`src/rtl/uart_tx_sched.sv`:
```
// rtl/uart_tx_sched.sv - two-requester byte scheduler feeding a 16x-oversampled UART transmitter
// Each requester owns a small FIFO; messages are granted whole and byte loads are spaced one UART frame apart.
module uart_tx_sched #(
  parameter int SLOT_CYCLES = 162,
  parameter int FIFO_AW     = 2
) (
  input  logic       tx_clk,
  input  logic       reset,
  input  logic [7:0] a_data,
  input  logic       a_last,
  input  logic       a_valid,
  output logic       a_ready,
  input  logic [7:0] b_data,
  input  logic       b_last,
  input  logic       b_valid,
  output logic       b_ready,
  output logic [7:0] uart_data,
  output logic       uart_data_valid,
  output logic       active_src,
  output logic       busy
);

  localparam int               DEPTH  = 1 << FIFO_AW;
  localparam int               CW     = $clog2(SLOT_CYCLES);
  localparam logic [FIFO_AW:0] FULL   = (FIFO_AW + 1)'(DEPTH);
  localparam logic [CW-1:0]    RELOAD = CW'(SLOT_CYCLES - 2);

  typedef enum logic [1:0] {IDLE, SEND, HOLD} state_t;

  state_t             state, state_nxt;
  logic [1:0]         in_valid, in_last, ready, push, pop, nonempty;
  logic [7:0]         in_data [2];
  logic [8:0]         mem [2][DEPTH];
  logic [FIFO_AW-1:0] wr_ptr [2];
  logic [FIFO_AW-1:0] rd_ptr [2];
  logic [FIFO_AW:0]   count [2];
  logic [FIFO_AW:0]   count_nxt [2];
  logic [CW-1:0]      counter;
  logic               lock, last_src, sel, eligible, do_pop;
  logic [8:0]         head;

  assign in_valid   = {b_valid, a_valid};
  assign in_last    = {b_last, a_last};
  assign in_data[0] = a_data;
  assign in_data[1] = b_data;
  assign a_ready    = ready[0];
  assign b_ready    = ready[1];
  assign push       = in_valid & ready;
  assign nonempty   = {count[1] != '0, count[0] != '0};
  assign busy       = (state != IDLE) || (|nonempty);

  always_comb begin
    for (int i = 0; i < 2; i++) begin
      count_nxt[i] = count[i] + (FIFO_AW + 1)'(push[i]) - (FIFO_AW + 1)'(pop[i]);
    end
  end

  // While locked only the message owner may be granted; otherwise round-robin per message.
  always_comb begin
    sel      = 1'b0;
    eligible = 1'b0;
    if (lock) begin
      sel      = last_src;
      eligible = nonempty[last_src];
    end else if (&nonempty) begin
      sel      = ~last_src;
      eligible = 1'b1;
    end else if (nonempty[0]) begin
      sel      = 1'b0;
      eligible = 1'b1;
    end else if (nonempty[1]) begin
      sel      = 1'b1;
      eligible = 1'b1;
    end
  end

  assign head = mem[sel][rd_ptr[sel]];
  assign pop  = do_pop ? (sel ? 2'b10 : 2'b01) : 2'b00;

  always_comb begin
    state_nxt = state;
    do_pop    = 1'b0;
    case (state)
      IDLE: begin
        if (eligible) begin
          do_pop    = 1'b1;
          state_nxt = SEND;
        end
      end
      SEND: state_nxt = HOLD;
      HOLD: begin
        if (counter == '0) begin
          if (eligible) begin
            do_pop    = 1'b1;
            state_nxt = SEND;
          end else begin
            state_nxt = IDLE;
          end
        end
      end
      default: state_nxt = IDLE;
    endcase
  end

  always_ff @(posedge tx_clk or posedge reset) begin
    if (reset) begin
      state           <= IDLE;
      counter         <= '0;
      uart_data_valid <= 1'b0;
      uart_data       <= 8'h00;
      active_src      <= 1'b0;
      last_src        <= 1'b1;
      lock            <= 1'b0;
      ready           <= 2'b00;
      for (int i = 0; i < 2; i++) begin
        wr_ptr[i] <= '0;
        rd_ptr[i] <= '0;
        count[i]  <= '0;
      end
    end else begin
      state           <= state_nxt;
      uart_data_valid <= (state == SEND);
      if (state == SEND) begin
        counter <= RELOAD;
      end else if (state == HOLD && counter != '0) begin
        counter <= counter - CW'(1);
      end
      if (do_pop) begin
        uart_data  <= head[7:0];
        active_src <= sel;
        last_src   <= sel;
        lock       <= ~head[8];
      end
      for (int i = 0; i < 2; i++) begin
        count[i] <= count_nxt[i];
        ready[i] <= (count_nxt[i] != FULL);
        if (push[i]) wr_ptr[i] <= wr_ptr[i] + FIFO_AW'(1);
        if (pop[i])  rd_ptr[i] <= rd_ptr[i] + FIFO_AW'(1);
      end
    end
  end

  // Storage needs no reset: a slot is only read after it has been written.
  always_ff @(posedge tx_clk) begin
    for (int i = 0; i < 2; i++) begin
      if (push[i]) mem[i][wr_ptr[i]] <= {in_last[i], in_data[i]};
    end
  end

endmodule

```
`config.mk`:
```
export PLATFORM = sky130hd
export DESIGN_NAME = uart_tx_sched
export DESIGN_NICKNAME = d
export VERILOG_FILES = /design/src/rtl/uart_tx_sched.sv
export SDC_FILE = /design/constraint.sdc
export NUM_CORES = 1
export LEC_CHECK = 0
export BUFFER_PORTS_ARGS = -buffer_cell sky130_fd_sc_hd__buf_4
export CAP_MARGIN = 5
export CELL_PAD_IN_SITES_DETAIL_PLACEMENT = 1
export CELL_PAD_IN_SITES_GLOBAL_PLACEMENT = 1
export CORE_MARGIN = 2
export CORE_UTILIZATION = 45
export DETAILED_ROUTE_END_ITERATION = 10
export GPL_TIMING_DRIVEN = 0
export HOLD_SLACK_MARGIN = 0.15
export PLACE_DENSITY = 0.81
export SYNTH_ARGS = -nofsm -noshare
export SYNTH_HDL_FRONTEND = slang
export SYNTH_SLANG_ARGS = --single-unit
```
`constraint.sdc`:
```
create_clock -name tx_clk -period 2.6 [get_ports tx_clk]
set_clock_uncertainty 0.1 [all_clocks]
set_input_delay 0 -clock tx_clk [delete_from_list [all_inputs] [get_ports tx_clk]]
set_output_delay 0 -clock tx_clk [all_outputs]
set_load 0.1 [all_outputs]
```
==> qor.csv <==
metric,value,unit
H-tree depth,3,
Setup-failing EPs final,2,
CP max stage cell,or4_4,
slew of the pin with the lowest slew margin,0.8202,ns
clock slew at the register clock pins of the worst setup and hold paths,0.10,ns
number of global-route vias before repair,2978,
WL/cell,18.46,um
outcome,"finished, violations left",
sequential power share,54.0,%
CTS tree,yes,
Total GRT Usage,18.79,%
post-synthesis sequential area ratio,66.98,%
sequential standard cell area,3115,sq um
area fraction of the dominant cell type after synthesis,46.50,%
Worst Path Buf+Inv,2,
Crit Path Max Fanout,4,
Critical Path RT,2.77,ns
failing checks,negative setup slack,
Clock power frac,24.0,%
DR iter-0 viols,97,
Root Driver,clkbuf_8,
Synth Flop Type,edfxtp_1,
synthesized area per cell,15.92,sq um
fin. max-slew vios,0,
port bufs,34,
total power,0.004290,W
number of flops mapped to enable cells by yosys,72,
initial antenna violation count,0,
post-DR vias/cell,5.257,
Synth area leaders,"edfxtp_1, dfrtp_1, mux4_2",
Clock Latency Late Sink,0.37,ns
GPL Wtd Cong,0.7210,
Sink Count,110,
Yosys reg bits,110,
Overflow after GRT,0,
DIE WIDTH,105.6,um
Synth top cells by count,"edfxtp_1, dfrtp_1, nand2_1",
VDD IR-drop max,0.3488,mV
crit-path max cell delay,0.56,ns
WS Path Type,register to register,
area of the multi-input gates,1446,sq um
Netlist cell types,43,
Num CTS Buffers,9,
area of the mapped netlist,4649,sq um
Psw,0.001222,W
Rows,37,
"Core Util, Final",56.38,%
asr flop ratio synth,34.55,%
Synth Instances,292,
Stages on worst setup path,11,
Yosys warnings,0,
cell chain of the critical path,or4_4 > o21ai_4 > nand3_4 > inv_2 > ha_4 > inv_2 > ha_4 > fa_2 > xnor2_2 > xnor2_1 > nand2_1,
Top delay family on crit path,simple AND/OR/NAND/NOR gates,
crit start category,register,
final WL,9563,um
RSZ-0062 raised after global routing,yes,
crit share post-route,102.8,%
diode count,0,
nets,415,
most numerous cell in the Yosys netlist,edfxtp_1,
first-pass GRT wire length,15840,um
Area growth syn-to-layout,23.49,%
Antenna Violating Nets Remaining,0,
Via Count,2723,
Crit path arrival time,2.84,ns
floorplan core area,10180,sq um
final hold vios,0,
Die ar.,11160,sq um
"Min Clock Period, post-route",2.672,ns
post-route setup slack,-0.07242,ns
Residual DRC,0,
Worst slew margin,45.24,%
Fmax,374.2,MHz
Int Power,0.003068,W
DR pass1 iterations,4,
largest net degree at the start of global routing,39,
max-cap viol count,0,
Switching Fraction,28.49,%
Hold Crit Class,input port to async pin,
Setup crit end kind,register,
CTS Buffer Depth,2,
Lkg Pwr,2.222,nW
# IOs,35,
die height,105.6,um
fraction of layout cells with a size suffix above 1,32.98,%
Fillers,983,
Comb pwr share,22.1,%
PwrDens,747.2,nW/um^2
placed cell count,462,
largest area contributor in the netlist,edfxtp_1,
HPWL Detailed,6293,um
post-route insts no fill,518,
Initial Util,45.65,%
Register-to-Register Path Depth,11,
syn nets,330,
[path summary, 6_finish.rpt]
kind	startpoint	end	slack, ns
hold / removal	reset	uart_data[7]	0.25
setup / recovery	counter[2]	ready[1]	-0.07
min in group tx_clk	a_data[1]	mem[0][1]	0.26
hold reg to reg	last_src	last_src	0.41
max in group asynchronous	reset	counter[2]	1.59
setup reg to reg	counter[2]	ready[1]	-0.07
[per-stage QoR]
step | setup slack (ns) | hold WS (ns) | area, sq um | setup TNS, ns
2_1_floorplan | -0.09915 | -0.001131 | 4730 | -0.1168
3_3_place_gp | -0.2758 | 0.09957 | 5155 | -0.8181
3_5_place_dp | -0.3226 | 0.1045 | 5155 | -1.051
4_1_cts | -0.09373 | 0.2426 | 5699 | -0.1443
5_1_grt | -0.1739 | 0.2597 | 5742 | -0.3837
6_report | -0.07242 | 0.2547 | 5742 | -0.1053
[per-layer routing]
metal / track usage, % / part of all wire (%)
met5: 0 / 0
met2: 31.34 / 52
met1: 25.05 / 43
met4: 6.391 / 1.7
met3: 3.340 / 3.5
[cells by family (layout without fill, tap and decap cells)]
| family | Yosys count | after routing | synth area share (%) |
|---|---|---|---|
| flip-flops | 110 | 110 | 66.98 |
| XOR/XNOR | 11 | 11 | 2.072 |
| AO/OA/AOI/OAI | 36 | 36 | 5.194 |
| buffers and inverters | 34 | 124 | 4.629 |
| AND/OR/NAND/NOR | 64 | 64 | 7.104 |
| multiplexers | 21 | 21 | 9.392 |
| adder cells (fa/ha/maj) | 16 | 16 | 4.629 |
[layout by cell type (no fill, tap or decap), drive strengths merged, types with 2 or more instances in the layout]
cell and n:
nand2b 4, inv 24, nand3 3, mux2i 2, mux4 18, buf 59, nand4 2, o221ai 2
clkinv 2, nor4 3, nand2 28, xor2 3, a21oi 10, or3 5, dfrtp 37, and3 10
or4 2, fa 2, o211ai 2, ha 14, nor3 2, nor2 3, dlygate4sd3 21, clkbuf 16
xnor2 8, edfxtp 72, a31oi 8, o21ai 8
[registers in the layout, indices dropped and copies added (netlist names)]
register,count
state,2
count,6
wr_ptr,4
uart_data_valid,1
active_src,1
counter,8
mem,72
rd_ptr,4
ready,2
last_src,1
uart_data,8
lock,1
[timing repair]
item	in CTS	in global routing
pin swaps	13	1
endpoints found under the hold margin	118	0
setup endpoints to repair	6	5
buffers inserted	16	4
resized for setup	8	3
hold buffers	21	0
[power groups by stage]
| stage | logic (W) | registers, W | clock network, W |
|---|---|---|---|
| finish | 0.000946 | 0.00231 | 0.00103 |
| global route | 0.00107 | 0.00235 | 0.00111 |
| CTS | 0.000932 | 0.00232 | 0.00105 |
| detailed placement | 0.000843 | 0.00236 | 0 |
| global placement | 0.000785 | 0.00233 | 0 |
| floorplan | 0.000552 | 0.00236 | 0 |
[final cells by class]
class,instances,area share [%]
flip-flops and latches,110,54.26
clock buffers,12,2.528
repair buffers,75,10.72
plain buffers,9,1.939
inverters,24,1.569
multi-input cells,148,25.19
well taps,136,2.964
clock inverters,4,0.8281
[worst register-to-register path: stages (launching register included)]
cell and delay (ns):
dfrtp_2 0.43, or4_4 0.56, o21ai_4 0.24, nand3_4 0.12, inv_2 0.08, ha_4 0.12, inv_2 0.04, ha_4 0.14
fa_2 0.35, xnor2_2 0.15, xnor2_1 0.18, nand2_1 0.08
Note: power is estimated with default switching activity, not from simulation.
